<file path="src/rtl/argmax_pkg.sv">
// Shared types and the tie-aware compare used by argmax_stream and its lane tree.
// Optional ARGMAX_TIE_LOW_EN: ties resolve to the lowest class index instead of the highest.
package argmax_pkg;

  typedef enum logic [0:0] {
    RUN  = 1'b0,
    DONE = 1'b1
  } state_t;

  localparam int IDX_W = 32;

  // Scores arrive sign-extended to 64 bits so one function serves every DATA_W.
  function automatic logic better(
    input logic signed [63:0]   cand,
    input logic [IDX_W-1:0]     cand_idx,
    input logic signed [63:0]   best,
    input logic [IDX_W-1:0]     best_idx
  );
    logic res;
    if (cand_idx > best_idx) begin
`ifdef ARGMAX_TIE_LOW_EN
      res = (cand > best);
`else
      res = (cand >= best);
`endif
    end else begin
`ifdef ARGMAX_TIE_LOW_EN
      res = (cand >= best);
`else
      res = (cand > best);
`endif
    end
    return res;
  endfunction

endpackage

</file>
<file path="src/rtl/argmax_stream_lane_tree.sv">
// Combinational reduction of one input beat to its best lane (score and lane offset).
// Tie policy follows ARGMAX_TIE_LOW_EN through argmax_pkg::better.
module argmax_lane_tree
  import argmax_pkg::*;
#(
  parameter int DATA_W = 16,
  parameter int LANES  = 2
) (
  input  logic [LANES*DATA_W-1:0] lanes,
  output logic [DATA_W-1:0]       win_score,
  output logic [IDX_W-1:0]        win_lane
);

  function automatic logic signed [63:0] sext(input logic [DATA_W-1:0] v);
    return {{(64-DATA_W){v[DATA_W-1]}}, v};
  endfunction

  // Fold lanes in ascending order so the lane offset doubles as the relative class index.
  always_comb begin
    win_score = lanes[DATA_W-1:0];
    win_lane  = {IDX_W{1'b0}};
    for (int l = 1; l < LANES; l++) begin
      if (better(sext(lanes[l*DATA_W +: DATA_W]), IDX_W'(l), sext(win_score), win_lane)) begin
        win_score = lanes[l*DATA_W +: DATA_W];
        win_lane  = IDX_W'(l);
      end else begin
        win_score = win_score;
        win_lane  = win_lane;
      end
    end
  end

endmodule

</file>
<file path="src/rtl/argmax_stream.sv">
// Streaming argmax over NUM_CLASS signed scores delivered LANES per beat; reports 1-based winner.
// Optional ARGMAX_TIE_LOW_EN selects lowest-index tie resolution (default: highest index wins).
module argmax_stream
  import argmax_pkg::*;
#(
  parameter int DATA_W    = 16,
  parameter int NUM_CLASS = 10,
  parameter int LANES     = 2
) (
  input  logic                    clk,
  input  logic                    rst,
  input  logic                    in_valid,
  output logic                    in_ready,
  input  logic [LANES*DATA_W-1:0] in_data,
  output logic                    out_valid,
  input  logic                    out_ready,
  output logic [IDX_W-1:0]        out_index,
  output logic [DATA_W-1:0]       out_max
);

  localparam int BEATS = NUM_CLASS / LANES;
  localparam int CNT_W = (BEATS > 1) ? $clog2(BEATS) : 1;
  localparam logic [CNT_W-1:0] LAST_BEAT = CNT_W'(BEATS - 1);

  generate
    if ((NUM_CLASS % LANES) != 0) begin : g_bad_cfg
      $error("argmax_stream: NUM_CLASS must be a multiple of LANES");
    end
  endgenerate

  function automatic logic signed [63:0] sext(input logic [DATA_W-1:0] v);
    return {{(64-DATA_W){v[DATA_W-1]}}, v};
  endfunction

  state_t             state;
  state_t             next_state;
  logic [CNT_W-1:0]   beat_cnt;
  logic [DATA_W-1:0]  best_max;
  logic [IDX_W-1:0]   best_idx;
  logic [DATA_W-1:0]  win_score;
  logic [IDX_W-1:0]   win_lane;
  logic [IDX_W-1:0]   cand_idx;
  logic [DATA_W-1:0]  new_max;
  logic [IDX_W-1:0]   new_idx;
  logic               accept;
  logic               last_beat;

  argmax_lane_tree #(
    .DATA_W (DATA_W),
    .LANES  (LANES)
  ) u_lane_tree (
    .lanes     (in_data),
    .win_score (win_score),
    .win_lane  (win_lane)
  );

  // Handshake strobes come from the state register only, never from out_ready.
  assign in_ready  = (state == RUN) && !rst;
  assign out_valid = (state == DONE);
  assign accept    = in_valid && in_ready;
  assign last_beat = (beat_cnt == LAST_BEAT);
  assign cand_idx  = (IDX_W'(beat_cnt) * IDX_W'(LANES)) + win_lane + IDX_W'(1);

  // Merge the beat winner into the running best; beat 0 ignores the stale register.
  always_comb begin
    new_max = best_max;
    new_idx = best_idx;
    if ((beat_cnt == {CNT_W{1'b0}}) ||
        better(sext(win_score), cand_idx, sext(best_max), best_idx)) begin
      new_max = win_score;
      new_idx = cand_idx;
    end else begin
      new_max = best_max;
      new_idx = best_idx;
    end
  end

  // State register.
  always_ff @(posedge clk) begin
    if (rst) begin
      state <= RUN;
    end else begin
      state <= next_state;
    end
  end

  // Next-state decode.
  always_comb begin
    next_state = state;
    case (state)
      RUN: begin
        if (accept && last_beat) next_state = DONE;
        else                     next_state = RUN;
      end
      DONE: begin
        if (out_ready) next_state = RUN;
        else           next_state = DONE;
      end
      default: next_state = RUN;
    endcase
  end

  // Beat counter, running best and result registers.
  always_ff @(posedge clk) begin
    if (rst) begin
      beat_cnt  <= {CNT_W{1'b0}};
      best_max  <= {DATA_W{1'b0}};
      best_idx  <= {IDX_W{1'b0}};
      out_index <= {IDX_W{1'b0}};
      out_max   <= {DATA_W{1'b0}};
    end else if (accept) begin
      if (last_beat) begin
        out_index <= new_idx;
        out_max   <= new_max;
        beat_cnt  <= {CNT_W{1'b0}};
      end else begin
        best_max  <= new_max;
        best_idx  <= new_idx;
        beat_cnt  <= beat_cnt + CNT_W'(1);
      end
    end
  end

endmodule

</file>
<file path="config.mk">
export PLATFORM = sky130hd
export DESIGN_NAME = argmax_stream
export DESIGN_NICKNAME = d
export VERILOG_FILES = /design/src/rtl/argmax_pkg.sv /design/src/rtl/argmax_stream_lane_tree.sv /design/src/rtl/argmax_stream.sv
export SDC_FILE = /design/constraint.sdc
export NUM_CORES = 1
export LEC_CHECK = 0
export ABC_AREA = 1
export CORE_MARGIN = 4
export CORE_UTILIZATION = 57
export CTS_CLUSTER_SIZE = 12
export DETAILED_ROUTE_END_ITERATION = 8
export HOLD_SLACK_MARGIN = 0.06
export PLACE_DENSITY = 0.85
export SLEW_MARGIN = 0
export SYNTH_ARGS = -nofsm -noshare
export SYNTH_HDL_FRONTEND = slang
export SYNTH_SLANG_ARGS = --single-unit
export TNS_END_PERCENT = 1
</file>
<file path="constraint.sdc">
create_clock -name clk -period 7.3 [get_ports clk]
set_clock_uncertainty 0.2 [all_clocks]
set_input_delay 0.73 -clock clk [delete_from_list [all_inputs] [get_ports clk]]
set_output_delay 0.73 -clock clk [all_outputs]
set_load 0.1 [all_outputs]
</file>
==> Yosys cells after proc, flatten, opt, wreduce, memory -nomap -nowiden <==
Index checks and enable logic that the tools add are counted.
{ "word_totals": {"ff_bits": 100, "out_inout_bits": 50, "word_cells": 33, "input_bits": 36} }
{ "op_classes": {"n_addsub": 3, "bitwise_logic": 2, "magnitude_cmp": 4, "reduce_logical": 8, "n_mux": 9, "n_eq_ne": 1} }
{ "ops": {"columns": ["cell", "n"], "rows": [
  ["32-bit by 1-bit adder with 32-bit output, second input constant", 1],
  ["4-bit by 32-bit adder with 32-bit output", 1],
  ["16-bit greater-or-equal comparator", 2],
  ["32-bit > comparator", 1],
  ["16-bit two-way mux", 2],
  ["32-bit two-way mux", 1],
  ["16-bit > comparator", 1],
  ["1-bit two-way mux", 4],
  ["2-bit AND reduction", 2],
  ["3-bit by 1-bit adder with 3-bit output, second input constant", 1],
  ["3-bit == test, second input constant", 1],
  ["1-bit logical AND", 3],
  ["3-bit zero test", 1],
  ["3-bit two-way mux", 1],
  ["1-bit NOT", 2],
  ["1-bit one-hot mux with 2 select lines", 1],
  ["1-bit zero test", 1],
  ["1-bit logical OR", 1]
]} }

==> Logic depth before layout (Yosys ltp) <==
{ "depth": {"depth_word": 8, "mapped_depth": 35, "mapped_depth_nobuf": 33} }

==> Hierarchy <==
A second synthesis with hierarchy kept.
{ "hier_totals": {"cells_unflattened": 1186, "area_unflattened_um2": 7833.8} }
{ "by_module_without_submodules": {"columns": ["mod", "area_each_um2", "cells_per_inst", "instances"], "rows": [
  ["argmax_stream", 6876.6, 1028, 1],
  ["argmax_lane_tree", 957.2, 158, 1]
]} }

==> Worst setup path after synthesis <==
OpenSTA, ideal clock, no wires.
{ "synth_timing": {"kind": "input-to-reg", "start": "input port in_data[15]", "end": "register best_max[10]", "arrival_ns": 3.628, "slack_ns": 3.359, "n_path_buf": 2, "cell_stages": 22, "setup_ns": 0.113, "path_cell_list": "inv_1 ha_1 a21oi_1 o21ai_1 nor2_1 nand2_1 nand2_1 nand3_2 buf_2 ha_1 ha_1 inv_1 nor2_1 nor2_1 o21a_1 o21ai_0 nand3_2 nand3_4 nand2_4 buf_2 nor2_1 nor2_1"} }
{ "synth_via": {"elab_chain_len": 8} }
{ "synth_rtl": {"columns": ["item", "line_no", "source"], "rows": [
  ["from (decl)", "argmax_stream.sv:14", "input logic [LANES*DATA_W-1:0] in_data,"],
  ["16-bit greater-or-equal comparator", "argmax_pkg.sv:24", "res = (cand >= best);"],
  ["1-bit two-way mux", "argmax_stream_lane_tree.sv:23", "if (better(sext(lanes[l*DATA_W +: DATA_W]), IDX_W'(l), sext(win_score), win_lane)) begin"],
  ["4-bit by 32-bit adder with 32-bit output", "argmax_stream.sv:62", "assign cand_idx = (IDX_W'(beat_cnt) * IDX_W'(LANES)) + win_lane + IDX_W'(1);"],
  ["32-bit by 1-bit adder with 32-bit output", "argmax_stream.sv:62", null],
  ["32-bit > comparator", "argmax_pkg.sv:20", "if (cand_idx > best_idx) begin"],
  ["1-bit two-way mux", "argmax_pkg.sv:20", null],
  ["1-bit logical OR", "argmax_stream.sv:68", "if ((beat_cnt == {CNT_W{1'b0}}) ||"],
  ["16-bit two-way mux *", "argmax_stream.sv:68", null],
  ["to (signal assigned)", "argmax_stream.sv:107", "best_max <= {DATA_W{1'b0}};"],
  ["to (signal assigned)", "argmax_stream.sv:117", "best_max <= new_max;"],
  ["to (decl)", "argmax_stream.sv:38", "logic [DATA_W-1:0] best_max;"]
]} }
Every way passes the cells marked *; elsewhere a longest branch is shown, timed or not.
A chain may end at the register's enable or synchronous reset.

==> Worst setup path after layout <==
{ "layout_timing": {"start": "input port in_data[15]", "end": "register best_idx[0]"} }
{ "layout_via": {"elab_chain_len": 8} }
{ "layout_rtl": {"columns": ["item", "line_no", "source"], "rows": [
  ["16-bit greater-or-equal comparator", "argmax_pkg.sv:24", null],
  ["1-bit two-way mux", "argmax_stream_lane_tree.sv:23", null],
  ["4-bit by 32-bit adder with 32-bit output", "argmax_stream.sv:62", null],
  ["32-bit by 1-bit adder with 32-bit output", "argmax_stream.sv:62", null],
  ["32-bit > comparator", "argmax_pkg.sv:20", null],
  ["1-bit two-way mux", "argmax_pkg.sv:20", null],
  ["1-bit logical OR", "argmax_stream.sv:68", null],
  ["32-bit two-way mux *", "argmax_stream.sv:68", null],
  ["to (signal assigned)", "argmax_stream.sv:108", "best_idx <= {IDX_W{1'b0}};"],
  ["to (signal assigned)", "argmax_stream.sv:118", "best_idx <= new_idx;"],
  ["to (decl)", "argmax_stream.sv:39", "logic [IDX_W-1:0] best_idx;"]
]} }
Marked as above.

==> impl_metrics.env <==
export IMPL_max_cap_violations=0
export IMPL_layout_common_cells="202 x nand2_1, 114 x inv_1, 100 x dfxtp_1, 85 x clkdlybuf4s50_1, 61 x nor2_1"
export IMPL_clkTransAtPathRegs_ns=0.09
export IMPL_wl_met3_um=582
export IMPL_criticalPathCategory="input port to flop"
export IMPL_powerDensity_nw_per_um2=200
export IMPL_min_path_type="flop to flop"
export IMPL_cts_buffer_depth=2
export IMPL_numCtsBuffers=9
export IMPL_antenna_found_initial=0
export IMPL_n_antenna_cell=0
export IMPL_cp_data_required_time_ns=7.40
export IMPL_drt_iter0_drc=305
export IMPL_hold_start="out_max[10]$_SDFFE_PP0P_"
export IMPL_cts_tree="built"
export IMPL_ant_nets=0
export IMPL_cts_resized=0
export IMPL_slew_violations=0
export IMPL_nets=857
export IMPL_tightest_slew_ns=1.01
export IMPL_yosysTopAreaCell="dfxtp_1"
export IMPL_grt_pass1_wl_mm=19.6
export IMPL_fmax_ghz=0.172
export IMPL_status="finished, final reports clean"
export IMPL_wl_met1_mm=5.46
export IMPL_setup_violations_final=0
export IMPL_areaGrowthSynthToFinish_pct=21.4
export IMPL_viasPerCell=5.16
export IMPL_start_util_pct=58.2
export IMPL_grt_pass1_vias=4297
export IMPL_r2r_slack_ns=3.63
export IMPL_multi_input_area_um2=2450
export IMPL_ys_seq_elements=100
export IMPL_vdd_drop_max_mv=0.145
export IMPL_core_um2=8680
export IMPL_max_slew_margin_pct=32.7
export IMPL_yosysSeqAreaShare_pct=39.7
export IMPL_chipHeight_um=102
export IMPL_finalCriticalPeriod_ns=5.83
export IMPL_die_w_um=102
export IMPL_setup_ws_ns=1.47
export IMPL_synth_top_cells_by_area="dfxtp_1 40%, nand2_1 15%, ha_1 9.9%"
export IMPL_crit_start="in_data[15]"
export IMPL_worstSkewPairLatency_ns=0.36
export IMPL_startpoint_type="input port"
export IMPL_drive_above_1_share_pct=3.69
export IMPL_synthCells=712
export IMPL_gp_congestion=0.900
export IMPL_dieArea_um2=10400
export IMPL_final_common_cell="nand2_1"
export IMPL_wirelength_mm=11.6
export IMPL_synth_avg_cell_area_um2=7.09
export IMPL_port_buffers=85
export IMPL_wl_per_cell_um=13.0
export IMPL_regArea_um2=2000
export IMPL_fin_tns_setup_ns=0
export IMPL_grt_overflow=0
export IMPL_preCtsSetupSlack_ns=1.13
export IMPL_rows=34
export IMPL_synth_cell_types=33
export IMPL_vias=4616
export IMPL_drcViolationCount=0
export IMPL_p_leak_nw=2.86
export IMPL_ctsHoldBuffers=0
export IMPL_met2WireLength_mm=5.46
export IMPL_cts_setup_buffers=0
export IMPL_dpl_hpwl_mm=8.36
export IMPL_cts_sinks=100
export IMPL_r2r_start="beat_cnt[1]$_SDFFE_PP0P_"
export IMPL_cts_root_buf="clkbuf_8"
export IMPL_synth_nets=788
export IMPL_arrival_ns=5.93
export IMPL_yosysWarnings=0
export IMPL_highest_layer="met4"
export IMPL_hold_viol=0
export IMPL_grt_max_degree=53
export IMPL_firstDrtPassIters=5
export IMPL_synth_area_um2=5050
export IMPL_worstPathMaxFanout=52
export IMPL_fillers=732
export IMPL_fin_crit_sh_pct=79.8
export IMPL_cts_max_level=3
export IMPL_crit_path_end_kind="flop"
export IMPL_io_pins=86
export IMPL_rsz0062_at_grt="false"
export IMPL_synth_top_area_share_pct=39.7
export IMPL_grt_usage_pct=23.1
-- worst max-delay path, stage by stage --
cell and delay [ns]:
clkdlybuf4s50_1 0.50, inv_1 0.06, ha_1 0.35, nand4_1 0.14
nor2_1 0.19, nand2_1 0.12, nand3_1 0.12, nand3_2 0.55
o21ai_1 0.52, inv_1 0.11, ha_1 0.30, nand2_1 0.07
inv_1 0.04, o21bai_1 0.11, nand2_1 0.06, a21oi_1 0.18
nand3_1 0.12, nand3_2 0.12, nand3_4 0.45, nand2_4 0.57
inv_4 0.22, nand2_1 0.11, nand2_1 0.07, nor2_1 0.10
-- stage by stage --
| stage | cells | utilization, % | hold WS [ns] | area (um^2) | power [mW] |
|---|---|---|---|---|---|
| after detailed placement | 878 | 68.1 | 0.239 | 5910 | 0.839 |
| after CTS | 894 | 70.6 | 0.260 | 6130 | 1.23 |
| after floorplan | 712 | - | 0.242 | 5050 | 0.777 |
| after global routing | 894 | 70.6 | 0.284 | 6130 | 1.29 |
| after global placement | 878 | 68.1 | 0.237 | 5910 | 0.832 |
| final | 894 | 70.6 | 0.255 | 6130 | 1.22 |
-- final timing paths --
kind | endpoint | cells after the start
max | best_idx[0]$_SDFFE_PP0P_ | 24
min | out_max[10]$_SDFFE_PP0P_ | 2
max reg2reg | best_idx[0]$_SDFFE_PP0P_ | 15
min reg2reg | out_max[10]$_SDFFE_PP0P_ | 2
-- power by group --
part           switching (mW)  internal [mW]  total (mW)
sequential            0.00419          0.557       0.561
clock                   0.194          0.197       0.391
combinational           0.177         0.0945       0.272
total                   0.375          0.848        1.22
-- state kept, by name, indices dropped and copies added, names as in the netlist --
register,flops
best_idx,32
out_index,32
best_max,16
out_valid,1
out_max,16
beat_cnt,3
-- per-layer routing --
layer  vias up  track usage (%)
met4         0             4.54
met2       116             38.0
met1      2105             31.8
met3         9             4.78
li1       2386                -
met5         -                0
-- Yosys cell counts, drive strengths merged --
cell	instances
o21bai	1
o21ai	23
o211ai	2
or2	1
nand4	11
nor3	25
inv	115
nand3	46
nor4	1
o31ai	27
dfxtp	100
a21oi	17
o21a	1
nand2	204
ha	40
clkbuf	13
nor2	62
nor3b	1
xor2	2
a21o	2
buf	18
-- cells by family (layout without fill, tap and decap cells) --
family                     Yosys count  in the layout  share of synthesized area [%]
DFF                                100            100                           39.7
and+or+nand+nor                    351            351                           29.5
xor gates and xnor gates             2              2                          0.347
adders and majority gates           40             40                           9.91
AOI/OAI and AO/OA                   73             73                           8.87
buffers and inverters              146            220                           11.7
-- cell type report --
type	instances	area share, %
clock buffers	10	2.08
clock inverters	6	1.53
repair buffers	89	14.4
multi-input cells	466	40.0
inverters	115	7.09
well taps	108	2.21
flip-flops and latches	100	32.7
No activity file was read; power rests on OpenSTA's default activity.
